==> config.mk <==
export PLATFORM = sky130hd
export DESIGN_NAME = chan_packet_snap_ctrl_flat
export DESIGN_NICKNAME = d
export VERILOG_FILES = /design/src/rtl/chan_packet_snap_ctrl_if.sv /design/src/rtl/chan_packet_snap_ctrl.sv /design/src/flat_wrapper.sv
export SDC_FILE = /design/constraint.sdc
export NUM_CORES = 1
export LEC_CHECK = 0
export CAP_MARGIN = 20
export CORE_MARGIN = 2
export CORE_UTILIZATION = 37
export CTS_CLUSTER_SIZE = 10
export DETAILED_ROUTE_END_ITERATION = 10
export HOLD_SLACK_MARGIN = 0.03
export PLACE_DENSITY = 0.76
export RECOVER_POWER = 50
export SYNTH_ARGS = -nofsm -noshare
export SYNTH_HDL_FRONTEND = slang
export SYNTH_SLANG_ARGS = --single-unit
==> constraint.sdc <==
create_clock -name user_clk -period 1.73 [get_ports user_clk]
set_input_delay 0.346 -clock user_clk [delete_from_list [all_inputs] [get_ports user_clk]]
set_output_delay 0.346 -clock user_clk [all_outputs]
set_load 0.05 [all_outputs]
==> src/rtl/chan_packet_snap_ctrl_if.sv <==
// Snapshot BRAM write port shared between the snapshot controller (master) and the BRAM wrapper (slave).
// Widths must match the DATA_WIDTH/ADDR_WIDTH of the controller instance it connects to.
interface chan_packet_snap_ctrl_if #(
  parameter int DATA_WIDTH = 32,
  parameter int ADDR_WIDTH = 10
);
  logic [ADDR_WIDTH-1:0] bram_addr;
  logic [DATA_WIDTH-1:0] bram_data;
  logic                  bram_we;

  modport master (
    output bram_addr,
    output bram_data,
    output bram_we
  );

  modport slave (
    input bram_addr,
    input bram_data,
    input bram_we
  );
endinterface

==> src/rtl/chan_packet_snap_ctrl.sv <==
// Channel-packet snapshot controller: arms on a rising start bit, captures 2**ADDR_WIDTH valid samples into BRAM.
// Define CHAN_PACKET_SNAP_SYNC_EN to start each capture after the first sync_in pulse seen while armed.
//
// state      | meaning
// -----------+-------------------------------------------------------------
// ST_IDLE    | waiting for a start rising edge; count keeps last value
// ST_ARMED   | start seen; waiting for trigger (next cycle, or sync_in)
// ST_CAPTURE | writing each valid sample to BRAM at address count
// ST_DONE    | full snapshot captured; done asserted until re-armed
module chan_packet_snap_ctrl #(
  parameter int DATA_WIDTH = 32,
  parameter int ADDR_WIDTH = 10
) (
  input  logic                    user_clk,
  input  logic                    user_rst,
  input  logic [31:0]             start_reg,
  input  logic [DATA_WIDTH-1:0]   data_in,
  input  logic                    data_valid,
  input  logic                    sync_in,
  chan_packet_snap_ctrl_if.master bram,
  output logic [31:0]             status_out
);

  localparam logic [1:0] ST_IDLE    = 2'd0;
  localparam logic [1:0] ST_ARMED   = 2'd1;
  localparam logic [1:0] ST_CAPTURE = 2'd2;
  localparam logic [1:0] ST_DONE    = 2'd3;

  localparam logic [16:0] CAP_LAST = 17'((1 << ADDR_WIDTH) - 1);

  logic [1:0]            state;
  logic [1:0]            state_nxt;
  logic [16:0]           count;
  logic                  start_d;
  logic                  start_rise;
  logic                  abort;
  logic                  trigger;
  logic                  cap_write;
  logic                  cap_last;
  logic                  busy;
  logic                  armed;
  logic                  done;
  logic [ADDR_WIDTH-1:0] bram_addr_q;
  logic [DATA_WIDTH-1:0] bram_data_q;
  logic                  bram_we_q;

  assign start_rise = start_reg[0] & ~start_d;
  assign abort      = start_reg[1];

`ifdef CHAN_PACKET_SNAP_SYNC_EN
  logic unused_start_bits;
  assign unused_start_bits = &{1'b0, start_reg[31:2]};
  assign trigger = sync_in;
`else
  logic unused_start_bits;
  assign unused_start_bits = &{1'b0, start_reg[31:2], sync_in};
  assign trigger = 1'b1;
`endif

  assign busy  = (state == ST_ARMED) || (state == ST_CAPTURE);
  assign armed = (state == ST_ARMED);
  assign done  = (state == ST_DONE);

  // Abort outranks the capture write, including the one that would complete the snapshot.
  assign cap_write = (state == ST_CAPTURE) && !abort && data_valid;
  assign cap_last  = cap_write && (count == CAP_LAST);

  always_comb begin
    state_nxt = state;
    case (state)
      ST_IDLE: begin
        if (start_rise) state_nxt = ST_ARMED;
      end
      ST_ARMED: begin
        if (abort)        state_nxt = ST_IDLE;
        else if (trigger) state_nxt = ST_CAPTURE;
      end
      ST_CAPTURE: begin
        if (abort)         state_nxt = ST_IDLE;
        else if (cap_last) state_nxt = ST_DONE;
      end
      ST_DONE: begin
        if (start_rise) state_nxt = ST_ARMED;
      end
      default: state_nxt = ST_IDLE;
    endcase
  end

  // The edge detector keeps sampling through reset so a start bit held high across reset is not seen as a new edge.
  always_ff @(posedge user_clk) begin
    start_d <= start_reg[0];
  end

  always_ff @(posedge user_clk) begin
    if (user_rst) begin
      state <= ST_IDLE;
    end else begin
      state <= state_nxt;
    end
  end

  always_ff @(posedge user_clk) begin
    if (user_rst) begin
      count <= '0;
    end else if ((state == ST_IDLE || state == ST_DONE) && start_rise) begin
      count <= '0;
    end else if (cap_write) begin
      count <= count + 17'd1;
    end
  end

  // Address/data hold their last value between writes; only bram_we qualifies them.
  always_ff @(posedge user_clk) begin
    if (user_rst) begin
      bram_we_q   <= 1'b0;
      bram_addr_q <= '0;
      bram_data_q <= '0;
    end else begin
      bram_we_q <= cap_write;
      if (cap_write) begin
        bram_addr_q <= count[ADDR_WIDTH-1:0];
        bram_data_q <= data_in;
      end
    end
  end

  always_ff @(posedge user_clk) begin
    if (user_rst) begin
      status_out <= '0;
    end else begin
      status_out <= {done, busy, armed, 12'd0, count};
    end
  end

  assign bram.bram_we   = bram_we_q;
  assign bram.bram_addr = bram_addr_q;
  assign bram.bram_data = bram_data_q;

endmodule
==> src/flat_wrapper.sv <==
// flat-port wrapper written by rule: the top's interface ports become plain ports
module chan_packet_snap_ctrl_flat 
#(
  parameter int DATA_WIDTH = 32,
  parameter int ADDR_WIDTH = 10
)
  (user_clk, user_rst, start_reg, data_in, data_valid, sync_in, status_out, bram_bram_addr, bram_bram_data, bram_bram_we);
  chan_packet_snap_ctrl_if #(.DATA_WIDTH(DATA_WIDTH), .ADDR_WIDTH(ADDR_WIDTH)) bram_i ();
  input  logic user_clk;
  input  logic user_rst;
  input  logic [31:0] start_reg;
  input  logic [DATA_WIDTH-1:0] data_in;
  input  logic data_valid;
  input  logic sync_in;
  output logic [31:0] status_out;
  output wire logic [$bits(bram_i.bram_addr)-1:0] bram_bram_addr;
  output wire logic [$bits(bram_i.bram_data)-1:0] bram_bram_data;
  output wire logic [$bits(bram_i.bram_we)-1:0] bram_bram_we;
  assign bram_bram_addr = bram_i.bram_addr;
  assign bram_bram_data = bram_i.bram_data;
  assign bram_bram_we = bram_i.bram_we;
  chan_packet_snap_ctrl #(.DATA_WIDTH(DATA_WIDTH), .ADDR_WIDTH(ADDR_WIDTH)) u_core (.user_clk(user_clk), .user_rst(user_rst), .start_reg(start_reg), .data_in(data_in), .data_valid(data_valid), .sync_in(sync_in), .bram(bram_i), .status_out(status_out));
endmodule
==> results of run 1 <==
==> flip-flops by register name (all words and copies together) (netlist names) <==
signal,count
u_core.bram.bram_data,32
u_core.status_out,20
u_core.count,17
u_core.bram.bram_addr,10
u_core.state,2
u_core.bram.bram_we,1
u_core.start_d,1
==> cells in the mapped netlist, types with 2 or more instances <==
library cell / n
nand2_1: 88
dfxtp_1: 83
a21oi_1: 47
nor2_1: 23
clkbuf_1: 18
nor2b_1: 14
buf_4: 12
inv_1: 10
xnor2_1: 7
nand4_1: 5
ha_1: 4
nor3_1: 4
a31o_1: 3
nand3_1: 3
or3_1: 3
xor2_1: 3
a311o_1: 2
a311oi_1: 2
a41o_1: 2
nor4_1: 2
o21ai_1: 2
o41ai_2: 2
==> worst min path at each step <==
stage	startpoint	end	slack [ns]	cells after the start
final	user_rst	u_core.state[1]	0.42	2
after global routing	user_rst	u_core.state[1]	0.45	2
after CTS	user_rst	u_core.state[1]	0.29	2
after detailed placement	u_core.bram.bram_data[27]	u_core.bram.bram_data[27]	0.45	2
after global placement	u_core.bram.bram_data[6]	u_core.bram.bram_data[6]	0.44	2
after floorplan	start_reg[0]	u_core.start_d	0.37	0
==> power groups by stage <==
stage          sequential (mW)  combinational [mW]  clock, mW
2_1_floorplan             2.10               0.264          0
3_3_place_gp              2.01               0.513          0
3_5_place_dp              2.02               0.517          0
4_1_cts                   1.97               0.524       1.59
5_1_grt                   1.98               0.564       1.67
6_report                  1.97               0.516       1.55
==> layer usage <==
metal | GRT usage [%] | up-vias | wire length, um
met3 | 4.74 | 8 | 430
li1 | - | 1369 | -
met2 | 26.7 | 63 | 3570
met5 | 0 | - | 0
met4 | 7.02 | 0 | 108
met1 | 19.2 | 1247 | 3110
==> timing repair <==
action                     in CTS  in global routing
setup buffers                   0                  1
gates resized for setup         1                  3
cloned                          0                  0
setup endpoints to repair       1                 10
pin swaps                       0                  1
==> final cells by class <==
cell class,instances,area (um2)
fillers,815,3990
flip-flops and latches,83,1660
multi-input cells,240,1280
repair buffers,124,850
clock buffers,10,138
well taps,105,131
clock inverters,6,87.6
inverters,10,37.5
==> kinds of logic after synthesis <==
family          after synthesis
other cells                   1
xor+xnor                     10
flops                        83
simple gates                151
fa+ha+maj                     4
buf+inv                      43
compound gates               63
==> impl_metrics.env, run 1 <==
export IMPL_outcome="finished clean"
export IMPL_synth_top_area_share_pct=53.5
export IMPL_p_clk_share_pct=38.3
export IMPL_critical_path_max_stage_delay_ns=0.34
export IMPL_antenna_found_initial=0
export IMPL_portBuffers=99
export IMPL_reg2reg_depth=8
export IMPL_rrSetupSlack_ns=0.06
export IMPL_fin_cells=578
export IMPL_cp_slowest_cell="dfxtp_1"
export IMPL_finalSetupTns_ns=0
export IMPL_synth_top_family_by_area="simple AND/OR/NAND/NOR gates"
export IMPL_final_core_util_pct=51.2
export IMPL_slew_headroom_pct=29.6
export IMPL_fin_crit_sh_pct=96.4
export IMPL_dpl_instance_area_um2=4140
export IMPL_hold_viol=0
export IMPL_synthFlopType="dfxtp_1"
export IMPL_drv_slew=0
export IMPL_dp_final_hpwl_um=5210
export IMPL_power_frac_comb_pct=12.8
export IMPL_crit_path_max_fanout=10
export IMPL_sw_frac_of_total_pct=25.7
export IMPL_syn_avg_cell_area_um2=8.75
export IMPL_wl_per_cell_um=12.5
export IMPL_cts_buffers=9
export IMPL_io_pins=143
export IMPL_cellPowerDensity_nw_per_um2=963
export IMPL_skew_ns=0.00790
export IMPL_synth_area_leaders="dfxtp_1, nand2_1, a21oi_1"
export IMPL_synth_edf_count=0
export IMPL_setup_violations=0
export IMPL_synth_cells=355
export IMPL_critical_path_class="flip-flop to flip-flop"
export IMPL_synth_top_area_cell="dfxtp_1"
export IMPL_leakage_nw=1.55
export IMPL_dp_cells=561
export IMPL_maxCapViolCount=0
export IMPL_async_flop_share_pct=0
export IMPL_drive_above_1_share_pct=13.5
export IMPL_grt_max_degree=40
export IMPL_via_per_inst=4.65
export IMPL_globalRouteOverflowTotal=0
export IMPL_die_h_um=95.6
export IMPL_cts_sink_count=83
export IMPL_synth_area_um2=3110
export IMPL_fmax_ghz=0.599
export IMPL_synthMuxAreaShare_pct=0
export IMPL_drt_pass1_iter_count=4
export IMPL_cts_tree="done"
export IMPL_htreeDepth=3
export IMPL_setup_ws_ns=0.0615
export IMPL_cp_required_ns=1.97
export IMPL_cp_buffers_inverters=3
export IMPL_timing_rr_end="u_core.count[13]"
export IMPL_initial_core_util_pct=38.0
export IMPL_synth_compound_area_share_pct=12.9
export IMPL_synth_xor_area_share_pct=2.82
export IMPL_place_ws_ns=-0.220
export IMPL_clockBufferDepth=2
export IMPL_core_um2=8180
export IMPL_hold_class="input port to flip-flop"
export IMPL_dieWidth_um=95.6
export IMPL_worstSetupEndpoint="u_core.count[13]"
export IMPL_cp_depth=8
export IMPL_routed_wirelength_um=7220
export IMPL_p_seq_share_pct=48.9
export IMPL_vias=2687
export IMPL_drtIter0Drc=100
export IMPL_vdd_drop_max_mv=0.464
export IMPL_whs_ns=0.420
export IMPL_synth_cell_types=38
export IMPL_p_int_mw=3.00
export IMPL_r2r_start="u_core.state[0]"
export IMPL_critical_path_arrival_ns=1.91
export IMPL_die_area_um2=9140
export IMPL_cts_root_buffer="clkbuf_8"
export IMPL_crit_family="buffers and inverters"
export IMPL_synth_fa_ha_area_share_pct=1.61
export IMPL_track_usage_pct=16.1
export IMPL_grt_pass1_vias=2514
export IMPL_synth_warnings=0
export IMPL_power_mw=4.04
export IMPL_drc=0
export IMPL_clkSlewWorstSetupHoldPaths_ns=0.08
export IMPL_start_kind="flip-flop"
export IMPL_crit_chain="inv_2 -> ha_4 -> nand3b_1 -> buf_6 -> nor3_1 -> buf_4 -> a311oi_1 -> a41o_1"
export IMPL_worst_pin_slew_ns=1.06
export IMPL_rows=33
export IMPL_ant_nets=0
export IMPL_period_minus_slack_ns=1.67
export IMPL_antenna_cells=0
export IMPL_synth_seq_cells=83
export IMPL_grt_pass1_wl_um=11500
export IMPL_area_growth_pct=34.9
export IMPL_nets=540
export IMPL_finalInstanceArea_um2=4190
export IMPL_cts_hold_buf=0
export IMPL_ys_seq_area_share_pct=53.5
export IMPL_final_cell_mix="nand2_1, dfxtp_1, clkbuf_1"
export IMPL_yosys_area_share_simple_pct=22.1
export IMPL_place_gp_congestion=0.813
export IMPL_clock_latency_ns=0.34
export IMPL_cp_end_kind="flip-flop"
export IMPL_final_common_cell="nand2_1"
export IMPL_critPathLaunch="u_core.state[0]"
export IMPL_p_sw_mw=1.04
Power figures use the tool's default switching activity.
==> run 2, diff against run 1 <==
- CORE_MARGIN: 2 -> 5
==> run 2 against run 1 <==
Effect of this change:
- design area is 0.63% lower
- fmax fell by 1.8%
- die area grew 13%
- count of clock-buffer cells in the layout is 1 lower
- setup slack worse by 0.030 ns
- clock skew fell by 0.0012 ns
- core utilization shrank 0.58 points
- first-iteration DRC count fell by 36%
- sequential share of layout area up 0.28 points
- non-clock buffer count rose by 3
- critical path type unchanged
- largest power group unchanged
- highest routed layer unchanged
==> impl_metrics.env, run 2 (synthesis gave the netlist of run 1 again) <==
export IMPL_vdd_drop_max_mv=0.550
export IMPL_fmax_ghz=0.589
export IMPL_clockBufferDepth=2
export IMPL_start_kind="flip-flop"
export IMPL_antenna_cells=0
export IMPL_rrSetupSlack_ns=0.03
export IMPL_io_pins=143
export IMPL_outcome="finished clean"
export IMPL_drt_pass1_iter_count=4
export IMPL_vias=2737
export IMPL_rows=33
export IMPL_cts_setup_buffers=0
export IMPL_cts_tree="done"
export IMPL_routed_wirelength_um=7620
export IMPL_globalRouteOverflowTotal=0
export IMPL_cellPowerDensity_nw_per_um2=881
export IMPL_dp_final_hpwl_um=5670
export IMPL_cp_slowest_cell="or4_4"
export IMPL_hold_class="input port to flip-flop"
export IMPL_htreeDepth=3
export IMPL_drv_slew=0
export IMPL_cts_root_buffer="clkbuf_8"
export IMPL_cts_sink_count=83
export IMPL_clock_latency_ns=0.34
export IMPL_largest_register_ffs=32
export IMPL_crit_path_max_fanout=3
export IMPL_wl_per_cell_um=13.2
export IMPL_via_per_inst=4.73
export IMPL_r2r_start="u_core.count[12]"
export IMPL_die_h_um=102
export IMPL_drc=0
export IMPL_final_cell_mix="nand2_1, dfxtp_1, clkbuf_1"
export IMPL_drtIter0Drc=64
export IMPL_die_area_um2=10300
export IMPL_initial_core_util_pct=37.8
export IMPL_grt_pass1_vias=2598
export IMPL_antenna_found_initial=0
export IMPL_nets=543
export IMPL_rsz0062_at_grt="yes"
export IMPL_final_common_cell="nand2_1"
export IMPL_worstSetupEndpoint="u_core.state[1]"
export IMPL_leakage_nw=1.52
export IMPL_final_core_util_pct=50.7
export IMPL_cp_required_ns=1.99
export IMPL_crit_chain="or4_4 -> o41ai_4 -> nand3_2 -> o41ai_2"
export IMPL_worst_pin_slew_ns=1.02
export IMPL_cts_buffers=9
export IMPL_finalSetupTns_ns=0
export IMPL_period_minus_slack_ns=1.70
export IMPL_dieWidth_um=102
export IMPL_clkSlewWorstSetupHoldPaths_ns=0.08
export IMPL_timing_rr_end="u_core.state[1]"
export IMPL_critical_path_arrival_ns=1.95
export IMPL_area_growth_pct=34.0
export IMPL_ant_nets=0
export IMPL_fin_crit_sh_pct=98.2
export IMPL_grt_pass1_wl_um=12100
export IMPL_reg2reg_depth=4
export IMPL_portBuffers=99
export IMPL_grt_max_degree=39
export IMPL_core_um2=8220
export IMPL_power_mw=3.67
export IMPL_hold_viol=0
export IMPL_skew_ns=0.00670
export IMPL_critical_path_max_stage_delay_ns=0.54
export IMPL_critical_path_class="flip-flop to flip-flop"
export IMPL_track_usage_pct=14.8
export IMPL_place_gp_congestion=0.781
export IMPL_cp_end_kind="flip-flop"
export IMPL_drive_above_1_share_pct=14.6
export IMPL_critPathLaunch="u_core.count[12]"
export IMPL_setup_violations=0
export IMPL_slew_headroom_pct=32.3
export IMPL_maxCapViolCount=0
export IMPL_cts_hold_buf=0
-- run 2: changes by cell type in the layout (fill, tap and decap cells not counted), sizes merged --
cell / delta
inv: -1
clkinv: -1
clkbuf: -1
bufinv: -2
buf: +3
clkinvlp: +3
-- run 2: how the worst min path moves through the flow --
stage / from / end / depth (start not counted)
CTS: user_rst / u_core.status_out[31] / 2
global route: user_rst / u_core.status_out[31] / 2
detailed placement: u_core.bram.bram_data[12] / u_core.bram.bram_data[12] / 2
global placement: u_core.bram.bram_data[4] / u_core.bram.bram_data[4] / 2
floorplan: start_reg[0] / u_core.start_d / 0
finish: user_rst / u_core.status_out[10] / 2
-- run 2: timing repair --
action | CTS | global route
resized for setup | 1 | 8
gates cloned | 0 | 0
endpoints found under the setup margin | 2 | 7
pin swaps | 0 | 1
-- run 2: through the flow --
step	std cells	hold WS (ns)	cell area (um2)	worst slack [ns]
3_5_place_dp	565	0.449	4160	-0.222
6_report	579	0.350	4160	0.0313
4_1_cts	579	0.264	4320	0.0151
3_3_place_gp	565	0.442	4160	-0.223
2_1_floorplan	366	0.374	3150	0.00434
5_1_grt	579	0.369	4160	-0.0674
-- run 2: final cells by class --
type / instances / area [um2]
Clock buffer: 9 / 124
Clock inverter: 5 / 32.5
Fill cell: 802 / 4050
Inverter: 10 / 37.5
Multi-Input combinational cell: 240 / 1310
Sequential cell: 83 / 1660
Tap cell: 105 / 131
Timing Repair Buffer: 127 / 867
-- run 2: routing by layer --
layer  vias to the layer above  track usage (%)  part of all wire (%)
met4                         0             7.16                   2.1
met5                         -                0                     0
met2                        73             24.4                    49
met3                        14             5.17                   7.3
li1                       1372                -                     -
met1                      1278             17.1                    42
-- run 2: worst max-delay path: cells and delay by family (launching register included) --
| family | cells | cell delay, ns |
|---|---|---|
| AND/OR/NAND/NOR | 2 | 0.70 |
| AO/OA/AOI/OAI | 2 | 0.58 |
| flip-flops | 1 | 0.33 |
-- run 2: power breakdown --
part	leakage (nW)	switching, mW	total [mW]	internal [mW]
Clock	0.0730	0.666	1.17	0.499
Combinational	0.778	0.329	0.528	0.199
Sequential	0.670	0.0239	1.97	1.95
Total	1.52	1.02	3.67	2.65
==> run 3, diff against run 2 <==
- CORE_UTILIZATION: 37 -> 41
- PLACE_DENSITY: 0.76 -> 0.8
- clock period: 1.73 -> 1.8 ns (I/O delays scaled with it)
==> run 3 against run 2 <==
Effect of this change:
- hold slack lost 0.061 ns
- sequential share of layout area shrank 0.23 points
- count of clock-buffer cells in the layout grew 2
- largest cell class unchanged
==> impl_metrics.env, run 3 (synthesis gave the netlist of run 1 again) <==
export IMPL_place_gp_congestion=0.752
export IMPL_finalInstanceArea_um2=4190
export IMPL_dp_final_hpwl_um=5480
export IMPL_ff_latch_area_um2=1660
export IMPL_largest_register_ffs=32
export IMPL_hold_path_depth=2
export IMPL_track_usage_pct=16.2
export IMPL_start_kind="flip-flop"
export IMPL_skew_ns=0.00788
export IMPL_rsz0062_at_grt="yes"
export IMPL_fin_crit_sh_pct=95.6
export IMPL_period_minus_slack_ns=1.72
export IMPL_rrSetupSlack_ns=0.08
export IMPL_hp_start="user_rst"
export IMPL_crit_chain="or4_4 -> o41ai_4 -> nand3_2 -> o41ai_2"
export IMPL_crit_family="simple AND/OR/NAND/NOR gates"
export IMPL_globalRouteOverflowTotal=0
export IMPL_drv_slew=0
export IMPL_cellPowerDensity_nw_per_um2=952
export IMPL_clock_latency_ns=0.35
export IMPL_clkSlewWorstSetupHoldPaths_ns=0.08
export IMPL_antenna_cells=0
export IMPL_area_growth_pct=34.9
export IMPL_final_common_cell="nand2_1"
export IMPL_cts_tree="done"
export IMPL_portBuffers=99
export IMPL_drt_pass1_iter_count=4
export IMPL_multi_input_area_um2=1280
export IMPL_wl_per_cell_um=13.4
export IMPL_via_per_inst=4.78
export IMPL_antenna_found_initial=0
export IMPL_hold_viol=0
export IMPL_r2r_start="u_core.count[12]"
export IMPL_timing_rr_end="u_core.state[0]"
export IMPL_crit_path_max_fanout=3
export IMPL_fmax_ghz=0.581
export IMPL_slew_headroom_pct=56.2
export IMPL_fillers=689
export IMPL_reg2reg_depth=4
export IMPL_leakage_nw=1.55
export IMPL_drtIter0Drc=73
export IMPL_cp_required_ns=2.04
export IMPL_maxCapViolCount=0
export IMPL_worst_pin_slew_ns=0.660
export IMPL_critical_path_max_stage_delay_ns=0.54
export IMPL_initial_core_util_pct=42.4
export IMPL_core_um2=7330
export IMPL_cts_buffers=9
export IMPL_rows=31
export IMPL_nets=538
export IMPL_die_h_um=97.0
export IMPL_dpl_instance_area_um2=4100
export IMPL_cp_slowest_cell="or4_4"
export IMPL_io_pins=143
export IMPL_die_area_um2=9410
export IMPL_clockBufferDepth=2
export IMPL_routed_wirelength_um=7610
export IMPL_outcome="finished clean"
export IMPL_htreeDepth=3
export IMPL_drc=0
export IMPL_cp_end_kind="flip-flop"
export IMPL_cp_buffers_inverters=0
export IMPL_grt_pass1_wl_um=12500
export IMPL_grt_max_degree=53
export IMPL_critical_path_arrival_ns=1.97
export IMPL_setup_violations=0
export IMPL_whs_endpoint="u_core.status_out[31]"
export IMPL_finalSetupTns_ns=0
export IMPL_cts_sink_count=83
export IMPL_ant_nets=0
export IMPL_whs_ns=0.289
export IMPL_vias=2721
export IMPL_vdd_drop_max_mv=0.382
export IMPL_dieWidth_um=97.0
export IMPL_cts_hold_buf=0
export IMPL_drive_above_1_share_pct=13.2
export IMPL_critical_path_class="flip-flop to flip-flop"
export IMPL_final_cell_mix="nand2_1, dfxtp_1, clkbuf_1"
export IMPL_hold_class="input port to flip-flop"
export IMPL_grt_pass1_vias=2612
export IMPL_cts_root_buffer="clkbuf_8"
## run 3: final cells by class
class	instances	share of cell area, %
timing repair buffer	122	20.1
clock buffer	11	3.37
tap	99	2.96
multi-input combinational	240	30.6
inverter	10	0.896
clock inverter	4	2.36
sequential	83	39.7
## run 3: power breakdown
part / switching (mW) / internal [mW]
Clock: 0.637 / 0.955
Combinational: 0.313 / 0.190
Sequential: 0.0208 / 1.87
## run 3: layer usage
layer / wire (um) / track usage, % / vias to the layer above
li1: - / - / 1366
met1: 3080 / 17.9 / 1257
met2: 3830 / 27.7 / 82
met3: 492 / 4.96 / 16
met4: 203 / 8.53 / 0
met5: 0 / 0 / -
## run 3: what timing repair did
item                                    in CTS  in global routing
hold endpoints to repair                     0                  0
resized for setup                            0                  7
endpoints found under the setup margin       0                 47
buffers inserted                             0                  3
## run 3: worst reg2reg max path, stage by stage (launching register included)
cell and delay [ns]:
dfxtp_2 0.33, or4_4 0.54, o41ai_4 0.30, nand3_2 0.15, o41ai_2 0.30
## run 3: how the worst max path moves through the flow
stage	start	end	slack, ns	depth (start not counted)
floorplan	u_core.state[0]	u_core.state[0]	0.07	6
global placement	start_reg[1]	u_core.count[11]	-0.14	5
detailed placement	data_valid	u_core.state[0]	-0.16	6
CTS	u_core.count[13]	u_core.state[0]	0.02	4
global route	u_core.count[12]	u_core.state[0]	-0.01	4
finish	u_core.count[12]	u_core.state[0]	0.08	4
## run 3: metrics by stage
| stage | setup slack (ns) | power [mW] | instances | util, % |
|---|---|---|---|---|
| 3_5_place_dp | -0.155 | 2.44 | 551 | 55.9 |
| 4_1_cts | 0.0195 | 4.02 | 566 | 59.2 |
| 6_report | 0.0791 | 3.99 | 569 | 57.2 |
| 3_3_place_gp | -0.138 | 2.43 | 551 | 55.9 |
| 2_1_floorplan | 0.0743 | 2.27 | 366 | - |
| 5_1_grt | -0.00975 | 4.14 | 569 | 57.2 |
